[src/rtl/sobel_pkg.sv]
// sobel_pkg: shared widths, signed gradient type and absolute-value helper for the Sobel edge detector.
// Optional magnitude output is enabled by defining SOBEL_MAG_OUT_EN.
package sobel_pkg;
    localparam int DATA_W = 8;
    localparam int SUM_W  = DATA_W + 2;
    localparam int MAG_W  = DATA_W + 3;

    typedef logic signed [SUM_W:0] grad_t;

    function automatic logic [SUM_W-1:0] abs_grad(input grad_t g);
        grad_t n;
        n = -g;
        return g[SUM_W] ? n[SUM_W-1:0] : g[SUM_W-1:0];
    endfunction
endpackage

[src/rtl/sobel_if.sv]
// sobel_if: window/threshold input and edge-flag output bundle for sobel_module.
// The magnitude signal exists only when SOBEL_MAG_OUT_EN is defined.
interface sobel_if;
    import sobel_pkg::*;
    logic              in_valid;
    logic [DATA_W-1:0] p0, p1, p2, p3, p5, p6, p7, p8;
    logic [DATA_W-1:0] threshold;
    logic              out_valid;
    logic              result;
`ifdef SOBEL_MAG_OUT_EN
    logic [MAG_W-1:0]  magnitude;
    modport master (output in_valid, p0, p1, p2, p3, p5, p6, p7, p8, threshold,
                    input out_valid, result, magnitude);
    modport slave  (input in_valid, p0, p1, p2, p3, p5, p6, p7, p8, threshold,
                    output out_valid, result, magnitude);
`else
    modport master (output in_valid, p0, p1, p2, p3, p5, p6, p7, p8, threshold,
                    input out_valid, result);
    modport slave  (input in_valid, p0, p1, p2, p3, p5, p6, p7, p8, threshold,
                    output out_valid, result);
`endif
endinterface

[src/rtl/sobel_axis_grad.sv]
// sobel_axis_grad: 1-2-1 weighted sum of the "plus" line minus that of the "minus" line, as a signed gradient.
module sobel_axis_grad
    import sobel_pkg::*;
(
    input  logic [DATA_W-1:0] a0, a1, a2,
    input  logic [DATA_W-1:0] b0, b1, b2,
    output grad_t             g
);
    logic [SUM_W-1:0] sum_a, sum_b;

    assign sum_a = SUM_W'(a0) + (SUM_W'(a1) << 1) + SUM_W'(a2);
    assign sum_b = SUM_W'(b0) + (SUM_W'(b1) << 1) + SUM_W'(b2);
    assign g     = $signed({1'b0, sum_b}) - $signed({1'b0, sum_a});
endmodule

[src/rtl/sobel_module.sv]
// sobel_module: two-stage pipelined 3x3 Sobel edge flag (|Gx|+|Gy| > threshold) with valid tagging.
// Defining SOBEL_MAG_OUT_EN adds a registered magnitude output alongside result.
module sobel_module
    import sobel_pkg::*;
(
    input  logic     clk,
    input  logic     reset_n,
    sobel_if.slave   s
);
    grad_t             gx, gy, gx_q, gy_q;
    logic [DATA_W-1:0] thr_q;
    logic              v1;
    logic [MAG_W-1:0]  mag;

    sobel_axis_grad u_gx (.a0(s.p0), .a1(s.p3), .a2(s.p6), .b0(s.p2), .b1(s.p5), .b2(s.p8), .g(gx));
    sobel_axis_grad u_gy (.a0(s.p0), .a1(s.p1), .a2(s.p2), .b0(s.p6), .b1(s.p7), .b2(s.p8), .g(gy));

    assign mag = MAG_W'(abs_grad(gx_q)) + MAG_W'(abs_grad(gy_q));

    // Datapath registers update on bubbles too; only the flag is qualified by valid.
    always_ff @(posedge clk) begin
        if (!reset_n) begin
            gx_q        <= '0;
            gy_q        <= '0;
            thr_q       <= '0;
            v1          <= 1'b0;
            s.out_valid <= 1'b0;
            s.result    <= 1'b0;
`ifdef SOBEL_MAG_OUT_EN
            s.magnitude <= '0;
`endif
        end else begin
            gx_q        <= gx;
            gy_q        <= gy;
            thr_q       <= s.threshold;
            v1          <= s.in_valid;
            s.out_valid <= v1;
            s.result    <= v1 && (mag > MAG_W'(thr_q));
`ifdef SOBEL_MAG_OUT_EN
            s.magnitude <= mag;
`endif
        end
    end
endmodule

[src/flat_wrapper.sv]
// flat-port wrapper written by rule: the top's interface ports become plain ports
module sobel_module_flat import sobel_pkg::*;
  (clk, reset_n, s_in_valid, s_p0, s_p1, s_p2, s_p3, s_p5, s_p6, s_p7, s_p8, s_threshold, s_out_valid, s_result);
  sobel_if s_i ();
  input  logic clk;
  input  logic reset_n;
  input wire logic [$bits(s_i.in_valid)-1:0] s_in_valid;
  input wire logic [$bits(s_i.p0)-1:0] s_p0;
  input wire logic [$bits(s_i.p1)-1:0] s_p1;
  input wire logic [$bits(s_i.p2)-1:0] s_p2;
  input wire logic [$bits(s_i.p3)-1:0] s_p3;
  input wire logic [$bits(s_i.p5)-1:0] s_p5;
  input wire logic [$bits(s_i.p6)-1:0] s_p6;
  input wire logic [$bits(s_i.p7)-1:0] s_p7;
  input wire logic [$bits(s_i.p8)-1:0] s_p8;
  input wire logic [$bits(s_i.threshold)-1:0] s_threshold;
  output wire logic [$bits(s_i.out_valid)-1:0] s_out_valid;
  output wire logic [$bits(s_i.result)-1:0] s_result;
  assign s_i.in_valid = s_in_valid;
  assign s_i.p0 = s_p0;
  assign s_i.p1 = s_p1;
  assign s_i.p2 = s_p2;
  assign s_i.p3 = s_p3;
  assign s_i.p5 = s_p5;
  assign s_i.p6 = s_p6;
  assign s_i.p7 = s_p7;
  assign s_i.p8 = s_p8;
  assign s_i.threshold = s_threshold;
  assign s_out_valid = s_i.out_valid;
  assign s_result = s_i.result;
  sobel_module u_core (.clk(clk), .reset_n(reset_n), .s(s_i));
endmodule
[config.mk]
export PLATFORM = sky130hd
export DESIGN_NAME = sobel_module_flat
export DESIGN_NICKNAME = d
export VERILOG_FILES = /design/src/rtl/sobel_pkg.sv /design/src/rtl/sobel_if.sv /design/src/rtl/sobel_axis_grad.sv /design/src/rtl/sobel_module.sv /design/src/flat_wrapper.sv
export SDC_FILE = /design/constraint.sdc
export NUM_CORES = 1
export LEC_CHECK = 0
export CAP_MARGIN = 20
export CORE_MARGIN = 2
export CORE_UTILIZATION = 66
export CTS_CLUSTER_DIAMETER = 100
export DETAILED_ROUTE_END_ITERATION = 16
export DONT_BUFFER_PORTS = 1
export PLACE_DENSITY_LB_ADDON = 0.2
export RECOVER_POWER = 50
export SLEW_MARGIN = 20
export SYNTH_ARGS = -nofsm -noshare
export SYNTH_HDL_FRONTEND = slang
export SYNTH_SLANG_ARGS = --single-unit
[constraint.sdc]
create_clock -name clk -period 4 [get_ports clk]
set_input_delay 0.6 -clock clk [delete_from_list [all_inputs] [get_ports clk]]
set_output_delay 0.6 -clock clk [all_outputs]
set_load 0.005 [all_outputs]
==> results.yml <==
placed_design:
  place.gp.congestion: 0.8284
  dp_hpwl_um: 6029
  port_buffers: 0
floorplanning:
  die_h_um: 81.51
  ios: 77
  die-area_sq_um: 6644
  row_count: 28
  core_sq_um: 5851
  die_x_um: 81.51
  start_util: 0.6777
clock_tree:
  ctsResizeCount: 0
  cts.sinks: 33
  cts_hold_buffers: 0
  clk_path_buf_depth: 2
  clk_pin_slew_ns: 0.06
  cts_inserted_buffers: 5
  cts_setup_buffers: 0
  clk_latency_ns: 0.28
  clockRootBuffer: "clkbuf_8"
  htreeDepth: 2
  cts_tree: "yes"
sta:
  hold_viol_final: 0
  worstMarginPinSlew_ns: 0.3502
  min_period_over_period: 0.8840
  fin_skew_ns: 0.004152
  relSlewSlack: 0.7635
  setup-tns-final_ns: 0
  fmax_mhz: 282.8
  setup_viol: 0
  fin_crit_ns: 3.536
  rsz0062_at_grt: "no"
  slew_violations: 0
status:
  outcome: "complete, no violations"
global_route:
  grt_pass1_wl_um: 11420
  grt_util_met1: 0.2735
  overflow: 0
  antenna_found_initial: 0
  track_usage: 0.2252
  grt_max_degree: 33
  use_met2: 0.4074
  grt_pass1_vias: 2790
  use_met3: 0.04725
  grt.busiest_layer: "met2"
critical_path:
  critPathMaxFanout: 3
  path_common_cell: "fa_1"
  crit_path_end_kind: "register"
  crit_slowest_cell: "fa_1"
  critical_path.max_stage_delay_ns: 0.54
  regToRegSetupSlack_ns: 0.83
  critical_path_class: "input pin to register"
  cp_cell_sequence: "inv_1, fa_1, inv_1, fa_1, fa_1, ha_1, inv_1, fa_1, nor2b_1, o21a_1, o21ai_0, a21boi_0, o21ai_0, and3b_1"
  cp_data_required_time_ns: 4.18
  worstSetupStartpointType: "input pin"
  worstPathArrival_ns: 3.71
power:
  leakagePower_nw: 1.921
  vdd_drop_max_v: 0.0004987
  power_density_nw_per_um2: 808.6
cells_and_area:
  drive_gt1_frac: 0.02457
  fin_nets: 590
  num-fill-cells: 466
  final_util: 0.7032
  multi_input_area_sq_um: 2978
  num_antenna_cells: 0
  seq_area_sq_um: 660.6
  area_delta_synth_final_pct: 3.755
synthesis:
  netlist_area_sq_um: 3965
  ys.flop_type: "dfxtp_1"
  synthesis.nets: 588
  synth_area_leaders: "fa_1 (32%), dfxtp_1 (17%), ha_1 (14%)"
  avgSynthCellArea_sq_um: 9.766
  ys_seq_area_frac: 0.1666
  ys_seq_elements: 33
  syn_inst: 406
  netlist.area_leader.share: 0.3181
  synth_edf_count: 0
  yosysTopAreaCell: "fa_1"
  ys_warn_count: 0
  synthArstFlopShare: 0
  yosysUniqueCellTypes: 39
drt:
  wl_per_cell_um: 13.85
  wl_um: 6678
  drc: 0
  viasPerCell: 5.498
  dr.pass1.iters: 4
  drt_iter0_drc: 81
  drtAntennaViolNets: 0
  vias: 2650
job:
  drv_cap: 0
worst_hold_path:
  worstHoldPathType: "input pin to register"
==> kinds of logic (layout without fill, tap and decap cells) <==
family | count (synthesis) | in the layout | synth area share
adders and majority gates | 107 | 107 | 0.4569
and+or+nand+nor | 88 | 88 | 0.1281
buffers and inverters | 87 | 88 | 0.08236
DFF | 33 | 33 | 0.1666
muxes | 1 | 1 | 0.002525
AOI/OAI and AO/OA | 60 | 60 | 0.09719
xor gates and xnor gates | 30 | 30 | 0.06627
==> synth_stat cells, types with 2 or more instances <==
library cell	number
dfxtp_1	33
nor4_1	4
a21o_1	5
and2_1	22
fa_1	63
and3_1	3
o31ai_1	5
and3b_1	4
nand2b_1	6
nand3_1	2
a31oi_1	2
a21oi_1	18
or3_1	2
a21boi_0	2
o21a_1	3
or4_1	3
nand4_1	3
o21bai_1	2
nor2_1	6
inv_1	82
nand3b_1	2
xor2_1	5
nor3b_1	2
nor3_1	5
xnor2_1	25
ha_1	44
nor2b_1	8
clkbuf_1	5
nand2_1	15
o21ai_0	16
==> power by group <==
group	internal (mW)	switching (mW)	leakage, nW
sequential	0.431	0.0883	0.275
clock	0.114	0.111	0.0399
combinational	1.24	1.34	1.61
==> metal layers <==
| metal | wire length [um] | share of wire |
|---|---|---|
| met1 | 2730 | 0.41 |
| met4 | 115 | 0.017 |
| met5 | 0 | 0 |
| met2 | 3599 | 0.54 |
| met3 | 232 | 0.035 |
==> final cells by class <==
cell class,count,share of cell area
Clock buffer,5,0.01673
Multi-Input combinational cell,286,0.7238
Inverter,82,0.07482
Clock inverter,1,0.001217
Sequential cell,33,0.1606
Tap cell,75,0.02281
==> flip-flops by register name, indices dropped and copies added, names as in the netlist <==
signal / count
u_core.gy_q: 11
u_core.gx_q: 11
u_core.v1: 1
u_core.s.out_valid: 1
u_core.s.result: 1
u_core.thr_q: 8
==> worst paths after layout <==
| kind | start | endpoint | cells after the start |
|---|---|---|---|
| worst min register to register | u_core.v1$_SDFF_PN0_ | u_core.s.out_valid$_SDFF_PN0_ | 1 |
| worst min-delay path | reset_n | u_core.thr_q[6]$_SDFF_PN0_ | 1 |
| worst max-delay path | s_p8[0] | u_core.gx_q[7]$_SDFF_PN0_ | 14 |
| worst max register to register | u_core.gy_q[0]$_SDFF_PN0_ | u_core.s.result$_SDFF_PN0_ | 17 |
==> worst max-delay path, delay by kind of cell <==
family,cells,cell delay (ns)
fa+ha+maj,5,1.99
compound gates,4,0.65
simple gates,2,0.32
buf+inv,3,0.17
==> cells in the final DEF (no fill, tap or decap), types with 6 or more instances in the layout <==
master    count
inv_1        82
fa_1         63
ha_1         44
dfxtp_1      33
xnor2_1      25
and2_1       20
a21oi_1      18
o21ai_0      16
nand2_1      15
nor2b_1       8
nor2_1        6
nand2b_1      6
==> per-stage QoR <==
stage          instances  power, mW  cell area [sq um]  hold slack, ns  setup slack, ns
2_1_floorplan        406      2.622               3965          0.4284           0.3922
3_3_place_gp         476      3.027               4040          0.4484           0.2528
3_5_place_dp         476      3.106               4040          0.4565           0.1520
4_1_cts              482      3.350               4114          0.4291           0.4461
5_1_grt              482      3.767               4114          0.4152           0.2970
6_report             482      3.327               4114          0.4364           0.4638
Note: power is estimated with default switching activity, not from simulation.
